File: src/rtl/apple1_bus_if.sv
// CPU-side bus bundle between the Apple-1 bus controller and the CPU core,
// memories, keyboard source and display sink.
interface apple1_bus_if;
  logic [15:0] cpu_ab;
  logic        cpu_we;
  logic [7:0]  cpu_dout;
  logic [7:0]  cpu_din;
  logic        cpu_clken;
  logic        ram_we;
  logic [7:0]  ram_dout;
  logic [7:0]  rom_dout;
  logic        kbd_valid;
  logic [6:0]  kbd_data;
  logic        kbd_ack;
  logic        dsp_valid;
  logic [6:0]  dsp_data;
  logic        dsp_ready;

  modport master (
    input  cpu_ab, cpu_we, cpu_dout, ram_dout, rom_dout,
           kbd_valid, kbd_data, dsp_ready,
    output cpu_din, cpu_clken, ram_we, kbd_ack, dsp_valid, dsp_data
  );

  modport slave (
    output cpu_ab, cpu_we, cpu_dout, ram_dout, rom_dout,
           kbd_valid, kbd_data, dsp_ready,
    input  cpu_din, cpu_clken, ram_we, kbd_ack, dsp_valid, dsp_data
  );
endinterface

File: src/rtl/apple1_bus_ctrl.sv
// Apple-1 CPU bus controller: CPU clock enable, address decode, read-data mux
// aligned to 1-clk registered memories, and the PIA keyboard/display registers.
module apple1_bus_ctrl #(
  parameter int unsigned CLK_DIV  = 4,
  parameter int unsigned RAM_SIZE = 'h2000,
  parameter logic [7:0]  ROM_PAGE = 8'hFF,
  parameter logic [15:0] PIA_BASE = 16'hD010
) (
  input  logic         clk,
  input  logic         rst,
  apple1_bus_if.master bus
);

  localparam int unsigned      DIV_W    = $clog2(CLK_DIV);
  localparam logic [DIV_W-1:0] DIV_LAST = DIV_W'(CLK_DIV - 1);
  localparam logic [16:0]      RAM_LIM  = 17'(RAM_SIZE);

  localparam logic [1:0] SEL_NONE = 2'd0;
  localparam logic [1:0] SEL_RAM  = 2'd1;
  localparam logic [1:0] SEL_ROM  = 2'd2;
  localparam logic [1:0] SEL_PIA  = 2'd3;

  localparam logic [1:0] REG_KBD   = 2'd0;
  localparam logic [1:0] REG_KBDCR = 2'd1;
  localparam logic [1:0] REG_DSP   = 2'd2;

  logic [DIV_W-1:0] div_q, div_d;
  logic             clken_q, clken_d;
  logic [1:0]       sel_q, sel_d;
  logic [1:0]       ab_q;
  logic             kbd_full_q, kbd_full_d;
  logic [6:0]       kbd_q, kbd_d;
  logic             dsp_valid_q, dsp_valid_d;
  logic [6:0]       dsp_data_q, dsp_data_d;
  logic             kbd_rd, dsp_wr, kbd_take;
  logic [7:0]       pia_rdata;
  logic             unused_bits;

  // Counter wraps at CLK_DIV-1; the enable is registered so it coincides with
  // the cycle in which the counter holds its last value.
  always_comb begin
    div_d   = (div_q == DIV_LAST) ? '0 : div_q + 1'b1;
    clken_d = (div_d == DIV_LAST);
  end

  always_comb begin
    sel_d = SEL_NONE;
    if (bus.cpu_ab[15:8] == ROM_PAGE)
      sel_d = SEL_ROM;
    else if (bus.cpu_ab[15:2] == PIA_BASE[15:2])
      sel_d = SEL_PIA;
    else if ({1'b0, bus.cpu_ab} < RAM_LIM)
      sel_d = SEL_RAM;
  end

  assign kbd_rd   = clken_q & ~bus.cpu_we & (sel_d == SEL_PIA) & (bus.cpu_ab[1:0] == REG_KBD);
  assign dsp_wr   = clken_q &  bus.cpu_we & (sel_d == SEL_PIA) & (bus.cpu_ab[1:0] == REG_DSP);
  // A CPU read that empties the latch in this clk frees it for a new key.
  assign kbd_take = ~rst & bus.kbd_valid & (~kbd_full_q | kbd_rd);

  always_comb begin
    kbd_full_d = kbd_full_q;
    kbd_d      = kbd_q;
    if (kbd_take) begin
      kbd_full_d = 1'b1;
      kbd_d      = bus.kbd_data;
    end else if (kbd_rd) begin
      kbd_full_d = 1'b0;
    end
  end

  // Sink handshake has priority: a write landing while a char is pending is lost.
  always_comb begin
    dsp_valid_d = dsp_valid_q;
    dsp_data_d  = dsp_data_q;
    if (dsp_valid_q) begin
      if (bus.dsp_ready) dsp_valid_d = 1'b0;
    end else if (dsp_wr) begin
      dsp_valid_d = 1'b1;
      dsp_data_d  = bus.cpu_dout[6:0];
    end
  end

  always_ff @(posedge clk) begin
    if (rst) begin
      div_q       <= '0;
      clken_q     <= 1'b0;
      sel_q       <= SEL_NONE;
      ab_q        <= 2'd0;
      kbd_full_q  <= 1'b0;
      kbd_q       <= 7'd0;
      dsp_valid_q <= 1'b0;
      dsp_data_q  <= 7'd0;
    end else begin
      div_q       <= div_d;
      clken_q     <= clken_d;
      sel_q       <= sel_d;
      ab_q        <= bus.cpu_ab[1:0];
      kbd_full_q  <= kbd_full_d;
      kbd_q       <= kbd_d;
      dsp_valid_q <= dsp_valid_d;
      dsp_data_q  <= dsp_data_d;
    end
  end

  always_comb begin
    case (ab_q)
      REG_KBD:   pia_rdata = {1'b1, kbd_q};
      REG_KBDCR: pia_rdata = {kbd_full_q, 7'b0};
      REG_DSP:   pia_rdata = {dsp_valid_q, 7'b0};
      default:   pia_rdata = 8'h00;
    endcase
  end

  // Select is registered one clk behind the address to match memory latency.
  always_comb begin
    case (sel_q)
      SEL_RAM: bus.cpu_din = bus.ram_dout;
      SEL_ROM: bus.cpu_din = bus.rom_dout;
      SEL_PIA: bus.cpu_din = pia_rdata;
      default: bus.cpu_din = 8'h00;
    endcase
  end

  assign bus.cpu_clken = clken_q;
  assign bus.ram_we    = bus.cpu_we & (sel_d == SEL_RAM) & clken_q;
  assign bus.kbd_ack   = kbd_take;
  assign bus.dsp_valid = dsp_valid_q;
  assign bus.dsp_data  = dsp_data_q;

  assign unused_bits = bus.cpu_dout[7];

endmodule
File: src/flat_wrapper.sv
// flat-port wrapper written by rule: the top's interface ports become plain ports
module apple1_bus_ctrl_flat 
#(
  parameter int unsigned CLK_DIV  = 4,
  parameter int unsigned RAM_SIZE = 'h2000,
  parameter logic [7:0]  ROM_PAGE = 8'hFF,
  parameter logic [15:0] PIA_BASE = 16'hD010
)
  (clk, rst, bus_cpu_ab, bus_cpu_we, bus_cpu_dout, bus_ram_dout, bus_rom_dout, bus_kbd_valid, bus_kbd_data, bus_dsp_ready, bus_cpu_din, bus_cpu_clken, bus_ram_we, bus_kbd_ack, bus_dsp_valid, bus_dsp_data);
  apple1_bus_if bus_i ();
  input  logic clk;
  input  logic rst;
  input wire logic [$bits(bus_i.cpu_ab)-1:0] bus_cpu_ab;
  input wire logic [$bits(bus_i.cpu_we)-1:0] bus_cpu_we;
  input wire logic [$bits(bus_i.cpu_dout)-1:0] bus_cpu_dout;
  input wire logic [$bits(bus_i.ram_dout)-1:0] bus_ram_dout;
  input wire logic [$bits(bus_i.rom_dout)-1:0] bus_rom_dout;
  input wire logic [$bits(bus_i.kbd_valid)-1:0] bus_kbd_valid;
  input wire logic [$bits(bus_i.kbd_data)-1:0] bus_kbd_data;
  input wire logic [$bits(bus_i.dsp_ready)-1:0] bus_dsp_ready;
  output wire logic [$bits(bus_i.cpu_din)-1:0] bus_cpu_din;
  output wire logic [$bits(bus_i.cpu_clken)-1:0] bus_cpu_clken;
  output wire logic [$bits(bus_i.ram_we)-1:0] bus_ram_we;
  output wire logic [$bits(bus_i.kbd_ack)-1:0] bus_kbd_ack;
  output wire logic [$bits(bus_i.dsp_valid)-1:0] bus_dsp_valid;
  output wire logic [$bits(bus_i.dsp_data)-1:0] bus_dsp_data;
  assign bus_i.cpu_ab = bus_cpu_ab;
  assign bus_i.cpu_we = bus_cpu_we;
  assign bus_i.cpu_dout = bus_cpu_dout;
  assign bus_i.ram_dout = bus_ram_dout;
  assign bus_i.rom_dout = bus_rom_dout;
  assign bus_i.kbd_valid = bus_kbd_valid;
  assign bus_i.kbd_data = bus_kbd_data;
  assign bus_i.dsp_ready = bus_dsp_ready;
  assign bus_cpu_din = bus_i.cpu_din;
  assign bus_cpu_clken = bus_i.cpu_clken;
  assign bus_ram_we = bus_i.ram_we;
  assign bus_kbd_ack = bus_i.kbd_ack;
  assign bus_dsp_valid = bus_i.dsp_valid;
  assign bus_dsp_data = bus_i.dsp_data;
  apple1_bus_ctrl #(.CLK_DIV(CLK_DIV), .RAM_SIZE(RAM_SIZE), .ROM_PAGE(ROM_PAGE), .PIA_BASE(PIA_BASE)) u_core (.clk(clk), .rst(rst), .bus(bus_i));
endmodule
File: config.mk
export PLATFORM = sky130hd
export DESIGN_NAME = apple1_bus_ctrl_flat
export DESIGN_NICKNAME = d
export VERILOG_FILES = /design/src/rtl/apple1_bus_if.sv /design/src/rtl/apple1_bus_ctrl.sv /design/src/flat_wrapper.sv
export SDC_FILE = /design/constraint.sdc
export NUM_CORES = 1
export LEC_CHECK = 0
export ABC_AREA = 1
export BUFFER_PORTS_ARGS = -buffer_cell sky130_fd_sc_hd__buf_2
export CORE_MARGIN = 1.5
export CORE_UTILIZATION = 43
export CTS_CLUSTER_SIZE = 8
export DETAILED_ROUTE_END_ITERATION = 10
export HOLD_SLACK_MARGIN = 0.08
export MAX_ROUTING_LAYER = met4
export PLACE_DENSITY_LB_ADDON = 0.12
export SYNTH_ARGS = -nofsm -noshare
export SYNTH_HDL_FRONTEND = slang
export SYNTH_SLANG_ARGS = --single-unit
export TNS_END_PERCENT = 10
File: constraint.sdc
create_clock -name clk -period 2 [get_ports clk]
set_input_delay 0.6 -clock clk [delete_from_list [all_inputs] [get_ports clk]]
set_output_delay 0.6 -clock clk [all_outputs]
set_load 0.02 [all_outputs]
==> impl_metrics.ini <==
[drt]
wire_per_inst_um = 10.1
detailedRoute.firstPassIterationCount = 4
post-route-drc-count = 0
totalWireLength_um = 3090
ratio_of_routed_vias_to_standard_cells = 4.51
iter_0_drt_violations = 40
met2_length_um = 1600
drtAntennaViolNets = 0
met3WireLength_um = 194
met1_length_um = 1300
detailroute.via_count = 1384
top_layer_used = met3

[setup_path]
critPathLaunchType = input port
worst-setup-path-type = input port to output port
worstSetupStartpoint = bus_cpu_ab[11]
crit_path_end_kind = output port
worstPathCellList = buf_2 > nor2_2 > nand2_2 > nor2_4 > nand3_2 > nand2_4 > nand2_4 > nor2_4 > buf_6
worstPathMaxFanout = 2
slowest_stage = sky130_fd_sc_hd__buf_6
cp.required_ns = 1.40
timing.rr.end = u_core.kbd_q[4]
crit-reg2reg-launch = u_core.bus.cpu_clken
critPathMaxStageDelay_ns = 0.12
worst_ep_arrival_time_ns = 1.47
worst_reg2reg_path_depth = 9
critical_path.endpoint = bus_kbd_ack
setup.reg_to_reg.worst_slack_ns = 0.67

[cts]
cts-hold-fix-buffers = 0
clock-sinks = 23
cts.reportedPaths.clkPinSlew_ns = 0.12
clock_path_buffers = 2
cts_made_buffers = 3
cts_root_buf = sky130_fd_sc_hd__clkbuf_4
clk-insertion-delay-late_ns = 0.30
cts_tree = built
htree_num_levels = 1

[min_path]
timing.hold.worst.start = u_core.div_q[0]
worst_hold_path_type = register to register

[die]
num_rows = 19
die_w_um = 56.5
floorplan.initialDensity = 0.449
io-pin-count = 71
placeableCoreArea_um2 = 2730
die_ar_um2 = 3190
floorplan.die.height_um = 56.5

[yosys]
synthesis.nets = 245
synth.ff_latch_count = 23
yosysUniqueCellTypes = 23
synth_seq_area_share = 0.375
synth.area.mux_share = 0
synth_area_leader_cell = sky130_fd_sc_hd__dfxtp_1
synth_area_in_adders = 0.0204
synth_cells = 191
dominant_combinational_cell_family_by_area_after_synthesis = simple AND/OR/NAND/NOR gates
synth_compound_area_frac = 0.0326
postSynthAreaPerCell_um2 = 6.43
post_synth_xor_area_fraction = 0
synth_top_area_share = 0.375
post_synth_main_area_contributors = sky130_fd_sc_hd__dfxtp_1 37%, sky130_fd_sc_hd__nand2_1 17%, sky130_fd_sc_hd__nor2_1 11%
yosys_warn_count = 0
post_synthesis_simple_gate_area_fraction = 0.470
synthesized_area_um2 = 1230

[placed_design]
detailedPlacementHpwl_um = 2170
post-place-cells = 298
placement.io_buffers = 69
globalplace.congestion = 0.761
post-place-ws_ns = -0.112

[sta]
finalHoldViolations = 0
max_freq_ghz = 0.483
slew-limit-headroom = 0.706
slew_viol_final = 0
final_min_period_over_clock_period = 1.03
post-route-min-period_ns = 2.07
rsz0062_at_grt = true
final_skew_ns = 0.00413
worst-slew-pin-transition_ns = 0.441
timing.final.ws_setup_ns = -0.0696
setup_violations = 2

[grt]
via_count_of_the_first_global_routing_pass = 1218
grt_max_degree = 16
globalRoute.totalOverflow = 0
first_pass_grt_wire_length_um = 4890
groute.usage.overall = 0.187
antenna_found_initial = 0

[status]
outcome = complete, but fails checks
failing_checks = setup timing

[finish]
antenna_cells = 0
drive_above_1_share = 0.431
final_common_cell = sky130_fd_sc_hd__nand2_1
mostFrequentLayoutCells = 54 x sky130_fd_sc_hd__nand2_1, 52 x sky130_fd_sc_hd__buf_2, 31 x sky130_fd_sc_hd__nor2_1
areaGrowthSynthToFinish_pct = 56.4
postLayoutCoreUtil = 0.703
finalNetCount = 331
instances_no_fill = 307

[power]
fin_total_pwr_uw = 881
pwr_density_cell_nw_per_um2 = 459
worst_ir_drop_vdd_v = 0.000512
power.static_leakage_uw = 0.00103

[run]
cap_viol_max_count = 0
worst min-delay path by stage:
stage                       to  slack, ns  cells after the start
3_5_place_dp   u_core.div_q[0]       0.46                      1
3_3_place_gp   u_core.div_q[0]       0.44                      1
5_1_grt        u_core.kbd_q[5]       0.50                      3
2_1_floorplan  u_core.div_q[0]       0.43                      1
4_1_cts        u_core.div_q[0]       0.47                      1
6_report       u_core.div_q[0]       0.47                      1
critical path, delay by kind of cell:
family	cells	cell delay (ns)
buffers and inverters	2	0.23
and+or+nand+nor	7	0.65
kinds of logic after synthesis:
family	after synthesis
AOI/OAI and AO/OA	7
adders and majority gates	2
buffers and inverters	31
DFF	23
and+or+nand+nor	128
flip-flops by register name, summed over array words and instances (netlist names):
signal / count
u_core.bus.dsp_data: 7
u_core.bus.cpu_clken: 1
u_core.kbd_q: 7
u_core.kbd_full_q: 1
u_core.sel_q: 2
u_core.bus.dsp_valid: 1
u_core.ab_q: 2
u_core.div_q: 2
synth_stat cells:
master and number:
sky130_fd_sc_hd__nand2_1 56, sky130_fd_sc_hd__nor2_1 37, sky130_fd_sc_hd__inv_1 27, sky130_fd_sc_hd__dfxtp_1 23, sky130_fd_sc_hd__nor3_1 11, sky130_fd_sc_hd__nand3_1 9
sky130_fd_sc_hd__a21oi_1 4, sky130_fd_sc_hd__nand2_2 3, sky130_fd_sc_hd__nor2_2 3, sky130_fd_sc_hd__ha_1 2, sky130_fd_sc_hd__nand2_4 2, sky130_fd_sc_hd__nand3_2 2
sky130_fd_sc_hd__nand3b_1 2, sky130_fd_sc_hd__a31oi_1 1, sky130_fd_sc_hd__buf_2 1, sky130_fd_sc_hd__buf_6 1, sky130_fd_sc_hd__clkbuf_1 1, sky130_fd_sc_hd__inv_2 1
sky130_fd_sc_hd__nand4_1 1, sky130_fd_sc_hd__nor4_4 1, sky130_fd_sc_hd__o21a_1 1, sky130_fd_sc_hd__o22ai_1 1, sky130_fd_sc_hd__or3_1 1
where the power goes:
part	internal, uW	switching, uW	leakage, uW
registers	480	14.4	0.000189
clock network	77.7	133	0.0000150
logic	91.4	84.4	0.000830
layer usage:
layer  global-route usage  up-vias
met2                0.327       45
met1                0.229      584
met4               0.0204        0
met3               0.0369        0
met5                    -        -
li1                     -      755
layout make-up:
cell class                 count  area [um2]
inverter                      28         105
tap                           31        38.8
sequential                    23         463
fill                         255         812
timing repair buffer          84         561
clock buffer                   4        26.3
multi-input combinational    137         728
per-stage QoR:
step | instance area, um2 | hold slack [ns] | TNS [ns]
after floorplan | 1240 | 0.428 | 0
after global placement | 1680 | 0.445 | -0.199
after detailed placement | 1680 | 0.457 | -0.182
after CTS | 1750 | 0.474 | -0.112
after global routing | 1920 | 0.497 | -0.491
final | 1920 | 0.468 | -0.120
repair_timing:
action	in CTS	in global routing
endpoints found under the hold margin	0	0
pin swaps	4	6
setup endpoints to repair	10	10
buffers inserted	2	3
resized for setup	7	44
No activity file was read; power rests on OpenSTA's default activity.
